$ cat src/rtl/stream_demux_pkg.sv
// Shared constants and types for the 1:4 valid/ready stream demultiplexer.
package stream_demux_pkg;

    localparam int N_OUT = 4;
    localparam int SEL_W = 2;

    typedef logic [SEL_W-1:0] dst_t;

endpackage

$ cat src/rtl/stream_demux_if.sv
// Producer-side and consumer-side handshake bundle of the 1:4 stream demux.
interface stream_demux_if #(parameter int W = 4);
    import stream_demux_pkg::*;

    logic               in_valid;
    logic               in_ready;
    dst_t               in_sel;
    logic [W-1:0]       in_data;
    logic [N_OUT-1:0]   out_valid;
    logic [N_OUT-1:0]   out_ready;
    logic [N_OUT*W-1:0] out_data;

    // master: producer plus consumers around the demux; slave: the demux itself.
    modport master (
        output in_valid, in_sel, in_data, out_ready,
        input  in_ready, out_valid, out_data
    );

    modport slave (
        input  in_valid, in_sel, in_data, out_ready,
        output in_ready, out_valid, out_data
    );

endinterface

$ cat src/rtl/stream_demux_1_2.sv
// One registered 1:2 demux stage; the XW select bits still needed downstream ride in the data word.
module stream_demux_1_2 #(
    parameter int W  = 4,
    parameter int XW = 0
) (
    input  logic            clk,
    input  logic            rst,
    input  logic            up_valid,
    output logic            up_ready,
    input  logic            up_dst,
    input  logic [W+XW-1:0] up_data,
    output logic [1:0]      down_valid,
    input  logic [1:0]      down_ready,
    output logic [W+XW-1:0] down_data
);

    localparam int DW = W + XW;

    logic          valid_q, valid_d;
    logic          dst_q, dst_d;
    logic [DW-1:0] data_q, data_d;
    logic          load;
    logic          drain;

    // NOTE: every always_comb output gets a default first, so no path can infer a latch.
    always_comb begin
        valid_d  = valid_q;
        dst_d    = dst_q;
        data_d   = data_q;
        drain    = valid_q && down_ready[dst_q];
        up_ready = !valid_q || down_ready[dst_q];
        load     = up_valid && up_ready;
        if (load) begin
            // A load in the same cycle as a drain simply overwrites the leaving word.
            valid_d = 1'b1;
            dst_d   = up_dst;
            data_d  = up_data;
        end else if (drain) begin
            valid_d = 1'b0;
        end
    end

    // NOTE: non-blocking assignments here so every flop samples pre-edge values.
    always_ff @(posedge clk) begin
        if (rst) begin
            valid_q <= 1'b0;
            dst_q   <= 1'b0;
            // NOTE: the payload register is reset too, because out_data must read zero after reset.
            data_q  <= '0;
        end else begin
            valid_q <= valid_d;
            dst_q   <= dst_d;
            data_q  <= data_d;
        end
    end

    assign down_valid = {valid_q && dst_q, valid_q && !dst_q};
    assign down_data  = data_q;

endmodule

$ cat src/rtl/stream_demux_1_4.sv
// 1:4 valid/ready demux: a level-1 stage steered by sel[1] feeding two level-2 stages steered by sel[0].
module stream_demux_1_4
    import stream_demux_pkg::*;
#(
    parameter int W = 4
) (
    input  logic           clk,
    input  logic           rst,
    stream_demux_if.slave  bus
);

    logic [1:0]   l1_valid;
    logic         l1_ready_lo, l1_ready_hi;
    logic [W:0]   l1_data;
    logic [1:0]   lo_valid, hi_valid;
    logic [W-1:0] lo_data, hi_data;

    stream_demux_1_2 #(.W(W), .XW(1)) u_l1 (
        .clk        (clk),
        .rst        (rst),
        .up_valid   (bus.in_valid),
        .up_ready   (bus.in_ready),
        .up_dst     (bus.in_sel[1]),
        .up_data    ({bus.in_sel[0], bus.in_data}),
        .down_valid (l1_valid),
        .down_ready ({l1_ready_hi, l1_ready_lo}),
        .down_data  (l1_data)
    );

    stream_demux_1_2 #(.W(W), .XW(0)) u_l2_lo (
        .clk        (clk),
        .rst        (rst),
        .up_valid   (l1_valid[0]),
        .up_ready   (l1_ready_lo),
        .up_dst     (l1_data[W]),
        .up_data    (l1_data[W-1:0]),
        .down_valid (lo_valid),
        .down_ready (bus.out_ready[1:0]),
        .down_data  (lo_data)
    );

    stream_demux_1_2 #(.W(W), .XW(0)) u_l2_hi (
        .clk        (clk),
        .rst        (rst),
        .up_valid   (l1_valid[1]),
        .up_ready   (l1_ready_hi),
        .up_dst     (l1_data[W]),
        .up_data    (l1_data[W-1:0]),
        .down_valid (hi_valid),
        .down_ready (bus.out_ready[N_OUT-1:2]),
        .down_data  (hi_data)
    );

    // Both outputs of a branch share that branch's payload register.
    assign bus.out_valid = {hi_valid, lo_valid};
    assign bus.out_data  = {hi_data, hi_data, lo_data, lo_data};

endmodule
$ cat src/flat_wrapper.sv
// flat-port wrapper written by rule: the top's interface ports become plain ports
module stream_demux_1_4_flat import stream_demux_pkg::*;
#(
    parameter int W = 4
)
  (clk, rst, bus_in_valid, bus_in_sel, bus_in_data, bus_out_ready, bus_in_ready, bus_out_valid, bus_out_data);
  stream_demux_if #(.W(W)) bus_i ();
  input  logic clk;
  input  logic rst;
  input wire logic [$bits(bus_i.in_valid)-1:0] bus_in_valid;
  input wire logic [$bits(bus_i.in_sel)-1:0] bus_in_sel;
  input wire logic [$bits(bus_i.in_data)-1:0] bus_in_data;
  input wire logic [$bits(bus_i.out_ready)-1:0] bus_out_ready;
  output wire logic [$bits(bus_i.in_ready)-1:0] bus_in_ready;
  output wire logic [$bits(bus_i.out_valid)-1:0] bus_out_valid;
  output wire logic [$bits(bus_i.out_data)-1:0] bus_out_data;
  assign bus_i.in_valid = bus_in_valid;
  assign bus_i.in_sel = bus_in_sel;
  assign bus_i.in_data = bus_in_data;
  assign bus_i.out_ready = bus_out_ready;
  assign bus_in_ready = bus_i.in_ready;
  assign bus_out_valid = bus_i.out_valid;
  assign bus_out_data = bus_i.out_data;
  stream_demux_1_4 #(.W(W)) u_core (.clk(clk), .rst(rst), .bus(bus_i));
endmodule
$ cat config.mk
export PLATFORM = sky130hd
export DESIGN_NAME = stream_demux_1_4_flat
export DESIGN_NICKNAME = d
export VERILOG_FILES = /design/src/rtl/stream_demux_pkg.sv /design/src/rtl/stream_demux_if.sv /design/src/rtl/stream_demux_1_2.sv /design/src/rtl/stream_demux_1_4.sv /design/src/flat_wrapper.sv
export SDC_FILE = /design/constraint.sdc
export NUM_CORES = 1
export LEC_CHECK = 0
export ABC_AREA = 1
export BUFFER_PORTS_ARGS = -buffer_cell sky130_fd_sc_hd__buf_4
export CAP_MARGIN = 20
export CORE_ASPECT_RATIO = 1.1
export CORE_MARGIN = 3
export CORE_UTILIZATION = 49
export CTS_CLUSTER_DIAMETER = 50
export CTS_CLUSTER_SIZE = 28
export DETAILED_ROUTE_END_ITERATION = 16
export PLACE_DENSITY = 0.78
export SKIP_LAST_GASP = 1
export SYNTH_ARGS = -nofsm -noshare
export SYNTH_HDL_FRONTEND = slang
export SYNTH_HIERARCHICAL = 1
export SYNTH_SLANG_ARGS = --single-unit
$ cat constraint.sdc
create_clock -name clk -period 1.42 [get_ports clk]
set_input_delay 0.284 -clock clk [delete_from_list [all_inputs] [get_ports clk]]
set_output_delay 0.284 -clock clk [all_outputs]
set_load 0.005 [all_outputs]
# --- Word-level counts from Yosys, hierarchy flattened ---
# Index checks and enable logic that the tools add are counted.
classes:
  mux: 12
  n_lt_le_gt_ge: 3
  reduce_logical: 24
op_table:
  columns: ["op", "n"]
  rows:
  - ["logical AND 1 bit", 12]
  - ["two-way mux 1 bit", 12]
  - ["logical NOT 1 bit", 6]
  - ["< comparator 1 x 2 -> 1 bit, second input constant", 3]
  - ["nonzero test 2 bit", 3]
  - ["logical OR 1 bit", 3]
totals:
  inputBits: 13
  out_inout_bits: 21
  regBits: 19
  elab_cells: 48

# --- Depth between registers and ports, before layout ---
# Gate-level depths: netlist of run 1.
depth:
  ltp_word: 8
  mapped_depth: 10
  ltp_nobuf: 8

# --- Hierarchy ---
# Netlist of run 1, hierarchy kept.
modules_own_cells:
  columns: ["mod", "cells_each", "instances", "area_per_inst_um2", "seq_area_each_um2"]
  rows:
  - ["stream_demux_1_2 at u_core.u_l2_hi ...", 44, 2, 317.8, 120.1]
  - ["stream_demux_1_2 at u_core.u_l1", 50, 1, 347.8, 140.1]
  - ["stream_demux_1_4", 8, 1, 60.1, 0.0]

# --- Worst setup path before layout of run 1 ---
# No wires, ideal clock.
synth_path:
  path_kind: "register -> output"
  start: "register u_core.u_l2_hi.dst_q"
  end: "output port bus_in_ready"
  n_path_buf: 2
  arrival_time_ns: 1.012
  setup_slack_ns: 0.124
  path_stages_with_launch: 8
  required_ns: 1.136
  cell_sequence: "dfxtp_1 > inv_2 > nand2_2 > nand3_2 > buf_6 > nand2_1 > nand3_2 > buf_6"
synth_via:
  elab_chain_cells: 6
synth_rtl:
  columns: ["element", "line_no", "source"]
  rows:
  - ["from (decl)", "stream_demux_1_2.sv:20", "logic dst_q, dst_d;"]
  - ["from (signal assigned)", "stream_demux_1_2.sv:52", "dst_q <= dst_d;"]
  - ["two-way mux 1 bit (not written as such) (2 in a row)", "stream_demux_1_2.sv:31", "up_ready = !valid_q || down_ready[dst_q];"]
  - ["logical OR 1 bit", "stream_demux_1_2.sv:31", null]
  - ["net u_core.l1_ready_hi", "stream_demux_1_4.sv:13", "logic l1_ready_lo, l1_ready_hi;"]
  - ["two-way mux 1 bit (not written as such) (2 in a row)", "stream_demux_1_2.sv:31", null]
  - ["logical OR 1 bit", "stream_demux_1_2.sv:31", null]
  - ["to (decl)", "flat_wrapper.sv:14", "output wire logic [$bits(bus_i.in_ready)-1:0] bus_in_ready;"]
# The timed path passes the listed nets, and every way through them passes these cells. The select of a mux whose other input is x is not followed.

# --- Final worst setup path of run 1 ---
# Ends and elaborated chain as after synthesis.

==> results.cfg, run 1 <==
[status]
status = complete, no violations

[finish]
fill_cells = 175
instances_no_fill = 204
utilization_pct = 68.2
num_antenna_cells = 0
nNetsFinal = 191
layout-drive-gt1-share_pct = 37.3
area_growth_pct = 24.3

[power]
leakagePower_uw = 0.000673
vdd_drop_max_mv = 0.550
power_per_cell_area_nw_per_um2 = 847
finalPower_uw = 1100

[die]
die_x_um = 50
std_cell_rows = 16
ios = 34
core_area_sq_um = 1900
die_h_um = 54.4
dieArea_sq_um = 2720
initial_utilization_pct = 54.9

[detailed_routing]
vias = 938
drtAntennaViolNets = 0
firstDrtPassIters = 4
wl_per_cell_um = 10.0
wirelength_um = 2040
drc = 0
drtIter0Drc = 12
via_per_inst = 4.60

[setup_path]
crit_family = flip-flops
cp_max_fo = 4
endpoint_kind = output pin
crit_path_top_delay_cell = dfxtp_4
start_kind = flop
critical_path_required_ns = 1.14
crit_path_cell_trace = inv_2 > nand2_2 > nand3_2 > nand2_2 > nand3_2 > buf_6
slowest_delay_ns = 0.38
crit_arrival_ns = 1.11
path_buf_inv = 2
path_class = reg2out

[synth]
yosys.cell_count.top_type = inv_1
syn-num-nets = 159
synth_ff_type = dfxtp_1
synth_common_cells = inv_1, nand2_1, a21oi_1, dfxtp_1, nor2_1
synth.avg_cell_area_sq_um = 7.15
netlist.area_leader.share_pct = 36.5
syn-cell-area_sq_um = 1040
yosys-top-cells-area = dfxtp_1, nand3_2, inv_1
ys_warn_count = 6
synth_cells = 146
synth-edff-count = 0
yosysUniqueCellTypes = 12
ys_seq_area_share_pct = 36.5
async_reset_ff_share_pct = 0
yosysTopAreaCell = dfxtp_1
synth-seq-cells = 19

[global_route]
grt_pass1_vias = 873
overflow = 0
grt_pass1_wl_um = 3530
grt_antenna_before_repair = 0
track_usage_pct = 16.6
grt_start_max_net_pins = 14

[placed_design]
gp_congestion = 0.739
dp_cells = 197
port_buffers = 33
place_hpwl_um = 1640
place_worst_setup_slack_ns = 0.175

[sta]
holdWs_ns = 0.186
drv_slew = 0
post-route-period-util_pct = 98.1
fmax_mhz = 718
setup_slack_ns = 0.0270
setup_violations = 0
min_period_ns = 1.39
final-hold-violation-count = 0
rsz0062_at_grt = yes
worst_pin_slew_ns = 0.361
fin_worst_skew_ns = 0.000913
maxSlewHeadroom_pct = 75.9

[clock_network]
clock_tree.root_cell = clkbuf_4
numCtsBuffers = 3
cts_sinks = 19
cts_max_path_buffers = 2
clkSlewWorstSetupHoldPaths_ns = 0.11
cts_tree = done
cts_hold_buf = 0
cts_max_level = 1
clk_latency_ns = 0.29

[run]
drv_cap = 0

[hold_path]
hold_class = in2reg
-- worst reg2reg max path: stages (launching register included) --
cell and delay, ns:
dfxtp_4 0.38, inv_2 0.03, nand2_2 0.05, nand3_2 0.07, nand2_2 0.07, nand3_2 0.08
buf_4 0.15, buf_4 0.15, a21oi_1 0.13, nor2_1 0.06
-- registers in the layout, indices dropped and copies added, names as in the netlist --
name,cells
u_core/u_l2_hi/down_data,4
u_core/u_l1/down_data,5
u_core/u_l2_lo/valid_q,1
u_core/u_l2_lo/dst_q,1
u_core/u_l1/valid_q,1
u_core/u_l2_lo/down_data,4
u_core/u_l2_hi/valid_q,1
u_core/u_l2_hi/dst_q,1
u_core/u_l1/dst_q,1
-- area by class of cell --
| cell class | instances | area, sq um | area share, % |
|---|---|---|---|
| clock buffers | 3 | 22.5 | 1.74 |
| clock inverters | 1 | 5.00 | 0.386 |
| inverters | 31 | 116 | 8.97 |
| multi-input cells | 82 | 423 | 32.6 |
| flip-flops and latches | 19 | 385 | 29.7 |
| well taps | 27 | 33.8 | 2.60 |
| repair buffers | 41 | 312 | 24.0 |
-- cell families (layout without fill, tap and decap cells) --
kind of cell | after synthesis | in the layout | share of synthesized area, %
buf+inv | 45 | 76 | 23.5
flops | 19 | 19 | 36.5
simple gates | 63 | 63 | 30.9
compound gates | 19 | 19 | 9.11
-- report_power, final --
group | total [uW] | leakage (uW) | internal (uW) | switching [uW]
Sequential | 599 | 0.000157 | 568 | 30.8
Clock | 266 | 0.0000177 | 105 | 162
Combinational | 235 | 0.000498 | 123 | 111
Total | 1100 | 0.000673 | 796 | 304
-- routing by layer --
layer	routed length (um)	up-vias	track usage, %
met2	1060	22	31.1
met5	0	-	0
met3	107	2	3.00
met4	13	0	5.53
met1	856	418	19.1
li1	-	496	-
-- what timing repair did --
item / 4_1_cts / 5_1_grt
setup buffers: 3 / 0
endpoints found under the setup margin: 1 / 1
pin swaps: 2 / 0
resized for setup: 3 / 3
-- cells in the final DEF, fill, tap and decap left out, drive strengths merged --
cell type,count
nand3,19
a21oi,19
inv,31
clkbuf,3
dfxtp,19
nor2,19
clkinv,1
buf,41
nand2,25
-- per-stage QoR --
step | cell area, sq um | setup TNS, ns
2_1_floorplan | 1040 | 0
3_3_place_gp | 1230 | 0
3_5_place_dp | 1230 | 0
4_1_cts | 1290 | 0
5_1_grt | 1300 | -0.0592
6_report | 1300 | 0
-- final timing paths --
kind                                               endpoint  cells after the start                        start  slack (ns)
worst min-delay path                 u_core/u_l2_lo/valid_q                      2                          rst        0.19
worst max-delay path                           bus_in_ready                      6         u_core/u_l2_hi/dst_q        0.03
worst max register to register     u_core/u_l1/down_data[0]                      9         u_core/u_l2_hi/dst_q        0.14
worst min register to register  u_core/u_l2_hi/down_data[3]                      2  u_core/u_l2_hi/down_data[3]        0.52
(Power assumes the default switching activity.)
==> run 2: changes to the inputs <==
--- a/config.mk
+++ b/config.mk
@@ -9,7 +9,7 @@
 export BUFFER_PORTS_ARGS = -buffer_cell sky130_fd_sc_hd__buf_4
 export CAP_MARGIN = 20
 export CORE_ASPECT_RATIO = 1.1
-export CORE_MARGIN = 3
+export CORE_MARGIN = 2
 export CORE_UTILIZATION = 49
 export CTS_CLUSTER_DIAMETER = 50
 export CTS_CLUSTER_SIZE = 28
==> run 2 against run 1 <==
Critical path depth did not move. Via count fell by 0.21%. Power rose by 0.54%. Combinational power barely moved. Maximum frequency fell by 0.70%. First-iteration DRC count fell by 25%. Hold slack improved by 0.0050 ns. Clock power rose by 2%. Count of clock-buffer cells in the layout did not move. Cell area barely moved. Worst setup slack got worse by 0.0098 ns.
==> results.cfg, run 2 (synthesis gave the netlist of run 1 again) <==
[status]
status = complete, no violations

[run]
drv_cap = 0

[placed_design]
port_buffers = 33
dp_cells = 198
gp_congestion = 0.734
place_hpwl_um = 1560
place_area_sq_um = 1230

[setup_path]
slowest_delay_ns = 0.37
endpoint_kind = output pin
crit_arrival_ns = 1.12
cp_max_fo = 4
start_kind = flop
crit_family = flip-flops
crit_path_top_delay_cell = dfxtp_2
crit_path_cell_trace = inv_2 > nand2_2 > nand3_2 > nand2_2 > nand3_4 > buf_6
critical_path_required_ns = 1.14
path_class = reg2out
cp_common_cell = nand2_2
path_buf_inv = 2

[die]
dieArea_sq_um = 2520
ios = 34
std_cell_rows = 17
initial_utilization_pct = 51.6
die_h_um = 52.4
die_x_um = 48
core_area_sq_um = 2020

[detailed_routing]
drtAntennaViolNets = 0
drtIter0Drc = 9
wirelength_um = 2030
drc = 0
wl_per_cell_um = 9.95
via_per_inst = 4.59
firstDrtPassIters = 4
vias = 936

[global_route]
grt_pass1_wl_um = 3340
grt_antenna_before_repair = 0
track_usage_pct = 18.5
overflow = 0
grt_pass1_vias = 883
grt_start_max_net_pins = 14

[clock_network]
cts_tree = done
cts_sinks = 19
cts_max_level = 1
clk_latency_ns = 0.29
clkSlewWorstSetupHoldPaths_ns = 0.11
clock_tree.root_cell = clkbuf_4
cts_hold_buf = 0
cts_max_path_buffers = 2
numCtsBuffers = 3

[sta]
final-hold-violation-count = 0
min_period_ns = 1.40
fin_worst_skew_ns = 0.00873
fin_tns_setup_ns = 0
rsz0062_at_grt = yes
worst_pin_slew_ns = 0.366
post-route-period-util_pct = 98.8
drv_slew = 0
fmax_mhz = 713
setup_violations = 0
maxSlewHeadroom_pct = 75.6

[finish]
instances_no_fill = 204
num_antenna_cells = 0
final_common_cell = buf_4
layout-drive-gt1-share_pct = 36.4
utilization_pct = 64.1
largest_reg_flops = 5
nNetsFinal = 190
final_area_sq_um = 1300
final_cell_mix = buf_4, inv_1, nand2_1
area_growth_pct = 24.2

[power]
finalPower_uw = 1110
vdd_drop_max_mv = 0.518
leakagePower_uw = 0.000669
power_per_cell_area_nw_per_um2 = 853

[hold_path]
hold_class = in2reg
run 2: metrics by stage:
| step | hold slack (ns) | setup WS [ns] |
|---|---|---|
| floorplan | 0.353 | 0.124 |
| global placement | 0.491 | 0.231 |
| detailed placement | 0.499 | 0.199 |
| CTS | 0.184 | -0.00611 |
| global route | 0.175 | -0.0659 |
| finish | 0.191 | 0.0173 |
run 2: layout make-up:
cell class / count / area [sq um]
clock buffer: 3 / 22.5
clock inverter: 1 / 5.00
fill: 201 / 724
inverter: 31 / 116
multi-input combinational: 82 / 428
sequential: 19 / 385
tap: 28 / 35.0
timing repair buffer: 40 / 304
run 2: power by group:
part	switching, uW	leakage, uW	internal, uW
registers	31.2	0.000157	568
logic	114	0.000494	122
clock network	165	0.0000177	105
total	310	0.000669	795
run 2: final timing paths:
kind,start,slack (ns),cells past startpoint,end
max,u_core/u_l2_hi/dst_q,0.02,6,bus_in_ready
min,rst,0.19,2,u_core/u_l2_hi/valid_q
max reg2reg,u_core/u_l2_hi/dst_q,0.26,8,u_core/u_l1/down_data[4]
min reg2reg,u_core/u_l2_hi/down_data[2],0.52,2,u_core/u_l2_hi/down_data[2]
run 2: layer usage:
layer,vias up,global-route usage (%),part of all wire (%)
li1,492,-,-
met1,424,20.6,43
met2,18,32.7,53
met3,2,4.14,4.2
met4,0,6.76,0.39
met5,-,0,0
run 2: timing repair:
item                                    CTS  global route
pin swaps                                 1             1
hold endpoints to repair                  0             0
setup buffers                             2             0
gates cloned                              0             0
resized for setup                         3             3
endpoints found under the setup margin    1             1
